==> config.mk <==
export PLATFORM = sky130hd
export DESIGN_NAME = sm_addsub_pipe
export DESIGN_NICKNAME = d
export VERILOG_FILES = /design/src/rtl/sm_addsub_pkg.sv /design/src/rtl/sm_prefix_cell.sv /design/src/rtl/sm_addsub_pipe.sv
export SDC_FILE = /design/constraint.sdc
export NUM_CORES = 1
export LEC_CHECK = 0
export CAP_MARGIN = 20
export CORE_MARGIN = 1
export CORE_UTILIZATION = 55
export CTS_CLUSTER_DIAMETER = 40
export DETAILED_ROUTE_END_ITERATION = 8
export GPL_ROUTABILITY_DRIVEN = 0
export PLACE_DENSITY_LB_ADDON = 0.15
export SLEW_MARGIN = 20
export SYNTH_ARGS = -nofsm -noshare
export SYNTH_HDL_FRONTEND = slang
export SYNTH_SLANG_ARGS = --single-unit
export TNS_END_PERCENT = 30
==> constraint.sdc <==
create_clock -name clk -period 3.3 [get_ports clk]
set_input_delay 0.66 -clock clk [delete_from_list [all_inputs] [get_ports clk]]
set_output_delay 0.66 -clock clk [all_outputs]
set_load 0.01 [all_outputs]
==> src/rtl/sm_addsub_pkg.sv <==
// Shared types and helpers for the pipelined
// sign-magnitude adder/subtractor.
package sm_addsub_pkg;

    localparam logic MODE_ADD = 1'b0;
    localparam logic MODE_SUB = 1'b1;

    typedef struct packed {
        logic g;
        logic p;
    } gp_t;

    function automatic int prefix_levels(input int num);
        return $clog2(num + 1);
    endfunction

endpackage

==> src/rtl/sm_prefix_cell.sv <==
// Kogge-Stone prefix node: merges a higher
// generate/propagate span with the adjacent lower one.
module sm_prefix_cell
    import sm_addsub_pkg::*;
(
    input  gp_t hi,
    input  gp_t lo,
    output gp_t o
);

    assign o = '{g: hi.g | (hi.p & lo.g), p: hi.p & lo.p};

endmodule

==> src/rtl/sm_addsub_pipe.sv <==
// Pipelined sign-magnitude add/sub on a Kogge-Stone core
// with a collapsing valid/ready stage chain.
module sm_addsub_pipe
    import sm_addsub_pkg::*;
#(
    parameter int NUM    = 18,
    parameter int STAGES = 2
) (
    input  logic           clk,
    input  logic           rst_n,
    input  logic [NUM-1:0] p,
    input  logic [NUM-1:0] q,
    input  logic           mode,
    input  logic           in_valid,
    output logic           in_ready,
    output logic [NUM:0]   sum,
    output logic           zero,
    output logic           out_valid,
    input  logic           out_ready
);

    localparam int W  = NUM + 1;
    localparam int L  = prefix_levels(NUM);
    localparam int H  = L / 2;
    localparam int KO = STAGES - 1;

    logic [STAGES:0]   rdy;
    logic [STAGES-1:0] v;
    logic [STAGES-1:0] vup;
    logic [STAGES-1:0] ld;

    always_comb begin
        rdy = '0;
        vup = '0;
        rdy[STAGES] = out_ready;
        for (int k = STAGES - 1; k >= 0; k--)
            rdy[k] = !v[k] || rdy[k+1];
        vup[0] = in_valid;
        for (int k = 1; k < STAGES; k++)
            vup[k] = v[k-1];
        ld = rdy[STAGES-1:0] & vup;
    end

    always_ff @(posedge clk or negedge rst_n) begin
        if (!rst_n) begin
            v <= '0;
        end else begin
            for (int k = 0; k < STAGES; k++)
                if (rdy[k])
                    v[k] <= vup[k];
        end
    end

    assign in_ready  = rdy[0];
    assign out_valid = v[KO];

    logic [W-1:0] amag;
    logic [W-1:0] bmag;
    logic [W-1:0] a2c;
    logic [W-1:0] b2c;
    logic         bneg;
    gp_t  [W-1:0] gp0;
    gp_t  [W-1:0] gp1;
    gp_t  [W-1:0] gp2q;
    gp_t  [W-1:0] c2in;
    gp_t  [W-1:0] gpl;
    logic [W-1:0] p01;
    logic [W-1:0] p02;
    logic [W-1:0] s2c;
    logic [W-1:0] s3;
    logic [W-1:0] smag;

    // Subtraction is folded into the sign of B; -0 negates to 0.
    always_comb begin
        bneg = q[NUM-1];
        unique case (mode)
            MODE_ADD: bneg = q[NUM-1];
            MODE_SUB: bneg = !q[NUM-1];
        endcase
        amag = {2'b00, p[NUM-2:0]};
        bmag = {2'b00, q[NUM-2:0]};
        a2c  = p[NUM-1] ? -amag : amag;
        b2c  = bneg ? -bmag : bmag;
        gp0  = '0;
        for (int i = 0; i < W; i++) begin
            gp0[i].g = a2c[i] & b2c[i];
            gp0[i].p = a2c[i] ^ b2c[i];
        end
    end

    if (STAGES >= 2) begin : g_c1
        always_ff @(posedge clk or negedge rst_n) begin
            if (!rst_n)
                gp1 <= '0;
            else if (ld[0])
                gp1 <= gp0;
        end
    end else begin : g_c1
        assign gp1 = gp0;
    end

    always_comb begin
        p01 = '0;
        for (int i = 0; i < W; i++)
            p01[i] = gp1[i].p;
    end

    for (genvar l = 0; l < L; l++) begin : g_lvl
        gp_t [W-1:0] src;
        gp_t [W-1:0] nxt;

        if (l == 0) begin : g_in
            assign src = gp1;
        end else if (l == H) begin : g_in
            assign src = gp2q;
        end else begin : g_in
            assign src = g_lvl[l-1].nxt;
        end

        for (genvar i = 0; i < W; i++) begin : g_bit
            if (i >= (1 << l)) begin : g_node
                sm_prefix_cell u_cell (
                    .hi(src[i]),
                    .lo(src[i-(1<<l)]),
                    .o (nxt[i])
                );
            end else begin : g_pass
                assign nxt[i] = src[i];
            end
        end
    end

    assign c2in = g_lvl[H-1].nxt;
    assign gpl  = g_lvl[L-1].nxt;

    if (STAGES >= 3) begin : g_c2
        always_ff @(posedge clk or negedge rst_n) begin
            if (!rst_n) begin
                gp2q <= '0;
                p02  <= '0;
            end else if (ld[1]) begin
                gp2q <= c2in;
                p02  <= p01;
            end
        end
    end else begin : g_c2
        assign gp2q = c2in;
        assign p02  = p01;
    end

    always_comb begin
        s2c    = '0;
        s2c[0] = p02[0];
        for (int i = 1; i < W; i++)
            s2c[i] = p02[i] ^ gpl[i-1].g;
    end

    if (STAGES == 4) begin : g_c3
        always_ff @(posedge clk or negedge rst_n) begin
            if (!rst_n)
                s3 <= '0;
            else if (ld[2])
                s3 <= s2c;
        end
    end else begin : g_c3
        assign s3 = s2c;
    end

    // |R| < 2^NUM, so the top magnitude bit is always clear.
    assign smag = s3[W-1] ? -s3 : s3;

    always_ff @(posedge clk or negedge rst_n) begin
        if (!rst_n) begin
            sum  <= '0;
            zero <= 1'b0;
        end else if (ld[KO]) begin
            sum  <= {s3[W-1], smag[NUM-1:0]};
            zero <= (s3 == '0);
        end
    end

    logic unused_bits;
    assign unused_bits = ^{gpl, smag[W-1]};

endmodule
== Yosys cells after proc, flatten, opt, wreduce, memory -nomap -nowiden ==
Index checks and enable logic that the tools add are counted.
Cells by class
  add/sub/neg operators: 3
  multiplexer cells: 4
  bitwise gates (word level): 217
  reduce and logical (&&, ||, !) cells: 6
Operator list (number)
  AND 1 bit: 119
  bitwise OR 1 bit: 59
  two-way mux 19 bit: 2
  negation 17 -> 19 bit: 2
  bitwise XOR 1 bit: 37
  logical NOT 19 bit: 1
  two-way mux 18 bit: 1
  negation 18 bit: 1
  logical NOT 1 bit: 3
  AND 2 bit: 1
  logical OR 1 bit: 2
  one-hot mux 1 bit (2 select lines): 1
  NOT 1 bit: 1
Word-level totals
  flip-flop bits (word level): 59
  bits of input ports: 41
  word-level logic and storage cells: 271

== Logic depth before layout (Yosys ltp) ==
Gate-level depths: netlist (run 1).
  depth in word-level cells: 12
  gate-level depth with buffers: 11

== Modules after synthesis ==
Synthesis (run 1) repeated with hierarchy kept, for this count alone.
Second synthesis, totals
  cell total of the unflattened synthesis: 487
  area, all modules: 4665.7 um2
Modules (own cells, without submodules)
  sm_addsub_pipe: instances 1, cells an instance 369, area an instance 3779.9 um2, sequential area each 1476.4 um2
  sm_prefix_cell: instances 59, cells an instance 2, area an instance 15.0 um2, sequential area each 0.0 um2

== Worst setup path after synthesis (run 1) ==
No wires, ideal clock.
  kind: input -> register
  start: input p[6]
  end: register gp1, in the netlist g_lvl[0].src[30]
  library setup time: 125 ps
  data arrival time: 2801 ps
  setup slack: 374 ps
  stages: 7
  cells stage by stage: or4_1 -> or3_1 -> or4_1 -> o21ai_0 -> xnor2_1 -> ha_1 -> mux2_2
RTL lines
  from (decl): line sm_addsub_pipe.sv:11  | input logic [NUM-1:0] p,
  to (signal assigned): line sm_addsub_pipe.sv:96  | gp1 <= gp0;
  to (decl): line sm_addsub_pipe.sv:63  | gp_t [W-1:0] gp1;

==> run_results.csv, run 1 <==
group,metric,value,unit
critical_path,criticalPathCategory,"input pin to flip-flop",
critical_path,end_kind,"flip-flop",
critical_path,crit_arrival,3.40,ns
cells_and_area,layoutNonFillerInstCount,622,
yosys,synth_top_family_by_area,"compound AO/OA/AOI/OAI gates",
yosys,synth_simple_gate_area_frac,0.148,
cells_and_area,finalInstanceArea,5230,µm²
pwr,static-leakage-power,2.20,nW
pwr,internal-power,2.23,mW
yosys,synthArstFlopShare,1.00,
clocking,postCtsSetupRepairBufs,0,
sta,whs,0.324,ns
yosys,synth_seq_cells,59,
placement,post_dp_cell_area,5020,µm²
grt,grt_pass1_wl,14800,µm
sta,worstMarginPinSlew,0.614,ns
clocking,ctsLongestPathBuffers,2,
yosys,muxShareOfSynthArea,0.0995,
grt,grt_overflow_total,0,
clocking,clock_sinks,59,
sta,post-route-min-period,3.17,ns
cells_and_area,multi_input_area,2610,µm²
yosys,ys_types,56,
run,maxCapViolations,0,
critical_path,r2r_cells,9,
yosys,synth_fp_nets,507,
cells_and_area,nets,582,
critical_path,cp_max_fo,4,
sta,relSlewSlack,0.590,
yosys,synth_seq_area_share,0.352,
die,fp-row-count,31,
yosys,post_synth_xor_area_fraction,0.125,
cells_and_area,synthToLayoutAreaGrowth,24.9,%
pwr,switchingPower,1.39,mW
die,initial_core_util,0.574,
placement,io_buffers,62,
detailed_routing,drtPass1Iterations,4,
critical_path,crit_end,"g_lvl[0].src[32]$_DFFE_PN0P_",
detailed_routing,post_drt_wl_per_cell,14.2,µm
die,chipWidth,89.3,µm
pwr,seq_power_share,0.336,
yosys,synth_warnings,0,
critical_path,crit_required,3.53,ns
die,num_io_pins,63,
clocking,cts_tree,"done",
yosys,synth_compound_area_frac,0.182,
sta,finalCritPeriodShare,0.960,
cells_and_area,diodes,0,
pwr,clockPowerShare,0.182,
critical_path,r2r_setup_slack,0.21,ns
cells_and_area,fin_util,0.717,
detailed_routing,drcViolationCount,0,
sta,setup_slack,0.133,ns
clocking,cts_buffers,9,
cells_and_area,register_area,1480,µm²
die,die_h,89.3,µm
critical_path,r2r_end,"sum[16]$_DFFE_PN0P_",
critical_path,startpoint_type,"input pin",
clocking,clock_latency,0.34,ns
detailed_routing,viasPerCell,5.51,
pwr,power_density,691,nW/µm²
sta,rsz0062_at_grt,"no",
hold_path,hold_class,"input pin to async pin",
critical_path,critical_path.startpoint,"p[1]",
sta,hold_viol_final,0,
grt,grt_use_total,0.244,
yosys,synth_cells,444,
critical_path,reg2reg_from,"g_lvl[0].src[6]$_DFFE_PN0P_",
detailed_routing,ant_nets,0,
pwr,power_frac_comb,0.483,
detailed_routing,vias,3426,
placement,dp.cells,607,
yosys,synth_fa_ha_area_frac,0.0657,
die,dieArea,7970,µm²
detailed_routing,drt_wl_total,8830,µm
grt,antenna_found_initial,0,
cells_and_area,drive_gt1_frac,0.174,
yosys,synth_ff_type,"dfrtp_1",
yosys,synth-edff-count,0,
sta,clock_skew,0.0125,ns
yosys,syn-cell-area,4190,µm²
pwr,ir_drop,0.000260,V
placement,dp_hpwl,7030,µm
grt,grt_max_degree,39,
die,core,7290,µm²
grt,grt_pass1_vias,3302,
clocking,htree_levels,3,
clocking,root_buffer,"clkbuf_8",
sta,setup_viol,0,
sta,fmax,316,MHz
cells_and_area,fill_cells,614,
pwr,sw_frac_of_total,0.383,
yosys,avgSynthCellArea,9.43,µm²
outcome,status,"completed",
sta,slew_violations,0,
detailed_routing,drt_iter0_markers,129,
placement,dp_slack,-0.252,ns
clocking,cts_hold_buf,0,
clocking,clkTransAtPathRegs,0.07,ns
layout by cell type, fill, tap and decap left out, types with 2 or more instances in the layout:
cell / count
a211o_1: 2
a211oi_1: 2
a21o_1: 5
a21oi_1: 20
a31o_2: 3
a31oi_1: 4
and2_1: 2
and3_1: 2
buf_4: 23
clkbuf_8: 11
clkdlybuf4s50_1: 61
clkinvlp_4: 2
dfrtp_1: 59
ha_1: 22
inv_1: 8
mux2_2: 37
nand2_1: 50
nand2b_1: 9
nand3_1: 5
nand3b_1: 2
nand4_1: 4
nor2_1: 19
nor3_1: 7
o2111ai_1: 4
o211ai_1: 2
o21a_1: 6
o21ai_0: 39
o21ai_1: 2
o31ai_1: 5
o41a_1: 2
o41ai_1: 3
or3_1: 9
or4_1: 5
xnor2_1: 30
xor2_1: 30
layout make-up:
| type | instances | area share |
|---|---|---|
| well taps | 99 | 0.0237 |
| flip-flops and latches | 59 | 0.282 |
| repair buffers | 85 | 0.151 |
| multi-input cells | 356 | 0.499 |
| inverters | 8 | 0.00574 |
| clock buffers | 11 | 0.0289 |
| clock inverters | 4 | 0.00957 |
worst max-delay path, cell delays in order:
cell and delay, ns:
clkdlybuf4s50_1 0.43, inv_1 0.12, ha_1 0.18, nand2_1 0.07
or3_1 0.38, or3_1 0.39, o41a_1 0.38, nor2_1 0.16
xnor2_1 0.14, ha_1 0.25, mux2_2 0.26
stage by stage:
step / setup TNS (ns) / total power, mW
detailed placement: -1.11 / 2.97
floorplan: 0 / 2.39
CTS: 0 / 3.64
global route: 0 / 3.91
global placement: -0.404 / 2.89
finish: 0 / 3.62
registers in the layout, summed over array words and instances, names as in the netlist:
name / flops
sum: 19
c2in: 2
g_lvl.src: 35
v: 2
zero: 1
power groups by stage:
stage               Clock, mW  Sequential (mW)  Combinational, mW
floorplan                   0             1.15               1.24
global placement            0             1.21               1.68
detailed placement          0             1.23               1.74
CTS                     0.668             1.21               1.76
global route            0.700             1.26               1.95
finish                  0.656             1.21               1.75
cell families (layout without fill, tap and decap cells):
group                      count (synthesis)  after routing
and+or+nand+nor                          124            124
AOI/OAI and AO/OA                        113            113
xor gates and xnor gates                  60             60
DFF                                       59             59
muxes                                     37             37
buffers and inverters                     29            108
adders and majority gates                 22             22
cell usage after synthesis (6+ instances only):
cell type | instances | area, µm²
nand2b_1 | 9 | 56.3
ha_1 | 22 | 275
nor2_1 | 19 | 71.3
inv_1 | 8 | 30.0
xor2_1 | 30 | 263
dfrtp_1 | 59 | 1480
o21ai_0 | 40 | 200
nor3_1 | 8 | 40.0
mux2_2 | 37 | 417
o21a_1 | 6 | 45.0
xnor2_1 | 30 | 263
clkbuf_1 | 18 | 67.6
a21oi_1 | 20 | 100
or3_1 | 9 | 56.3
nand2_1 | 50 | 188
timing repair:
item	in CTS	in global routing
setup endpoints to repair	0	1
endpoints found under the hold margin	0	0
gates resized for setup	0	3
how the worst min path moves through the flow:
stage | start | to | slack (ns) | cells after the start
finish | rst_n | sum[1]$_DFFE_PN0P_ | 0.32 | 1
global route | rst_n | g_lvl[0].src[29]$_DFFE_PN0P_ | 0.37 | 1
CTS | rst_n | g_lvl[0].src[35]$_DFFE_PN0P_ | 0.34 | 1
detailed placement | sum[9]$_DFFE_PN0P_ | sum[9]$_DFFE_PN0P_ | 0.47 | 2
global placement | sum[7]$_DFFE_PN0P_ | sum[7]$_DFFE_PN0P_ | 0.46 | 2
floorplan | rst_n | c2in[0]$_DFFE_PN0P_ | 0.36 | 0
metal layers:
layer	up-vias	global-route usage	wire, µm
met2	80	0.432	4340
met5	-	0	0
met3	11	0.0499	289
li1	1759	-	-
met1	1576	0.297	4090
met4	0	0.0765	115
Power figures use the tool's default switching activity.
==> inputs of run 2 (changes only) <==
CORE_UTILIZATION = 50   (was 55)
==> run 2 against run 1 <==
Effect of this change: the flow now finishes with violations (DRC); non-clock buffer count did not move; design area fell by 0.67%; first-iteration DRC count fell by 2.3%.
==> run_results.csv, run 2 (synthesized netlist as in run 1, its figures left out) <==
group,metric,value,unit
pwr,power.total,3.51,mW
clocking,postCtsSetupRepairBufs,0,
die,die_h,93.5,µm
run,maxCapViolations,0,
cells_and_area,fill_cells,701,
die,chipWidth,93.5,µm
die,dieArea,8750,µm²
cells_and_area,mostFrequentLayoutCells,"clkdlybuf4s50_1, dfrtp_1, nand2_1",
hold_path,hold_class,"input pin to async pin",
critical_path,crit_arrival,3.34,ns
detailed_routing,drt_iter0_markers,126,
pwr,power_density,675,nW/µm²
grt,grt_use_met1,0.290,
clocking,cts_tree,"done",
cells_and_area,synthToLayoutAreaGrowth,24.0,%
critical_path,cp_max_fo,3,
cells_and_area,drive_gt1_frac,0.170,
grt,grt.busiest_layer,"met2",
sta,whs,0.248,ns
critical_path,critPathSlowestCell,"or4_1",
grt,grt_use_total,0.219,
detailed_routing,post_drt_wl_per_cell,13.7,µm
die,num_io_pins,63,
pwr,static-leakage-power,2.18,nW
grt,use_met3,0.0374,
outcome,violations,"DRC",
die,fp-row-count,33,
grt,grt_max_degree,41,
clocking,ctsLongestPathBuffers,2,
sta,setup_viol,0,
clocking,clkTransAtPathRegs,0.07,ns
clocking,clock_latency,0.34,ns
grt,grt_overflow_total,0,
grt,grt_pass1_vias,3260,
critical_path,startpoint_type,"input pin",
sta,relSlewSlack,0.505,
clocking,cts_hold_buf,0,
cells_and_area,nets,582,
placement,dp_hpwl,6910,µm
sta,setup_slack,0.186,ns
detailed_routing,drcViolationCount,1,
critical_path,crit_required,3.53,ns
grt,antenna_found_initial,0,
pwr,ir_drop,0.000250,V
die,core,8180,µm²
clocking,cts_resized,0,
die,initial_core_util,0.512,
cells_and_area,layout_commonest_cell,"clkdlybuf4s50_1",
placement,io_buffers,62,
critical_path,criticalPathCategory,"input pin to flip-flop",
critical_path,slowest_delay,0.43,ns
detailed_routing,viasPerCell,5.37,
outcome,status,"finished with violations",
sta,clock_skew,0.00824,ns
grt,met2_usage,0.358,
sta,hold_viol_final,0,
clocking,htree_levels,3,
detailed_routing,ant_nets,0,
sta,post-route-min-period,3.11,ns
sta,worstMarginPinSlew,0.737,ns
cells_and_area,largest_register_ff_count,35,
sta,rsz0062_at_grt,"no",
cells_and_area,fin_util,0.636,
cells_and_area,diodes,0,
critical_path,path_cells,"clkdlybuf4s50_1, nor3_1, nand3_1, or2_2, or3_1, or4_1, o21ai_0, xnor2_1, ha_1, mux2_2",
critical_path,end_kind,"flip-flop",
grt,grt_pass1_wl,15000,µm
detailed_routing,drt_wl_total,8590,µm
sta,fmax,321,MHz
detailed_routing,drtPass1Iterations,6,
clocking,clock_sinks,59,
sta,finalCritPeriodShare,0.944,
placement,dp_slack,-0.204,ns
clocking,root_buffer,"clkbuf_8",
sta,slew_violations,0,
clocking,cts_buffers,9,
detailed_routing,vias,3375,
[run 2: cell types whose count changed in the layout (fill, tap and decap cells not counted)]
cell	delta
bufinv_16	-1
clkbuf_8	-1
clkinv_2	+2
nor3_1	+1
nor3_2	-1
o21ai_0	+1
o21ai_2	-1
[run 2: path summary, 6_finish.rpt]
kind,startpoint,to,slack (ns),cells past startpoint
max,p[2],g_lvl[0].src[30]$_DFFE_PN0P_,0.19,10
max reg2reg,g_lvl[0].src[6]$_DFFE_PN0P_,sum[16]$_DFFE_PN0P_,0.27,9
min reg2reg,sum[4]$_DFFE_PN0P_,sum[4]$_DFFE_PN0P_,0.47,2
min in group clk,sum[4]$_DFFE_PN0P_,sum[4]$_DFFE_PN0P_,0.47,2
min,rst_n,sum[3]$_DFFE_PN0P_,0.25,1
max in group asynchronous,rst_n,g_lvl[0].src[25]$_DFFE_PN0P_,2.20,2
[run 2: power breakdown]
group,leakage (nW),switching [mW],internal (mW)
Clock,0.0839,0.282,0.284
Sequential,0.724,0.260,0.959
Combinational,1.37,0.840,0.886
[run 2: layer usage]
metal / wire length (µm) / up-vias
met2: 4000 / 75
met5: 0 / -
met4: 87 / 0
met3: 305 / 8
li1: - / 1759
met1: 4190 / 1533
[run 2: per-stage QoR]
stage          std cells  area (µm²)  setup TNS (ns)
2_1_floorplan        444        4190               0
3_3_place_gp         613        5030          -0.368
3_5_place_dp         613        5030          -0.542
4_1_cts              628        5200               0
5_1_grt              628        5200               0
6_report             628        5200               0
[run 2: worst max-delay path: cells and delay by family]
family          cells  cell delay (ns)
fa+ha+maj           1             0.25
compound gates      1             0.20
simple gates        5             1.38
buf+inv             1             0.42
xor+xnor            1             0.15
mux                 1             0.26
[run 2: area by class of cell]
cell class                      instances  area [µm²]  share of cell area
Multi-Input combinational cell        356        2600               0.501
Sequential cell                        59        1480               0.284
Timing Repair Buffer                   85         788               0.152
Clock buffer                           10         138              0.0265
Tap cell                              105         131              0.0253
Clock inverter                          5        30.0             0.00578
Inverter                                8        30.0             0.00578
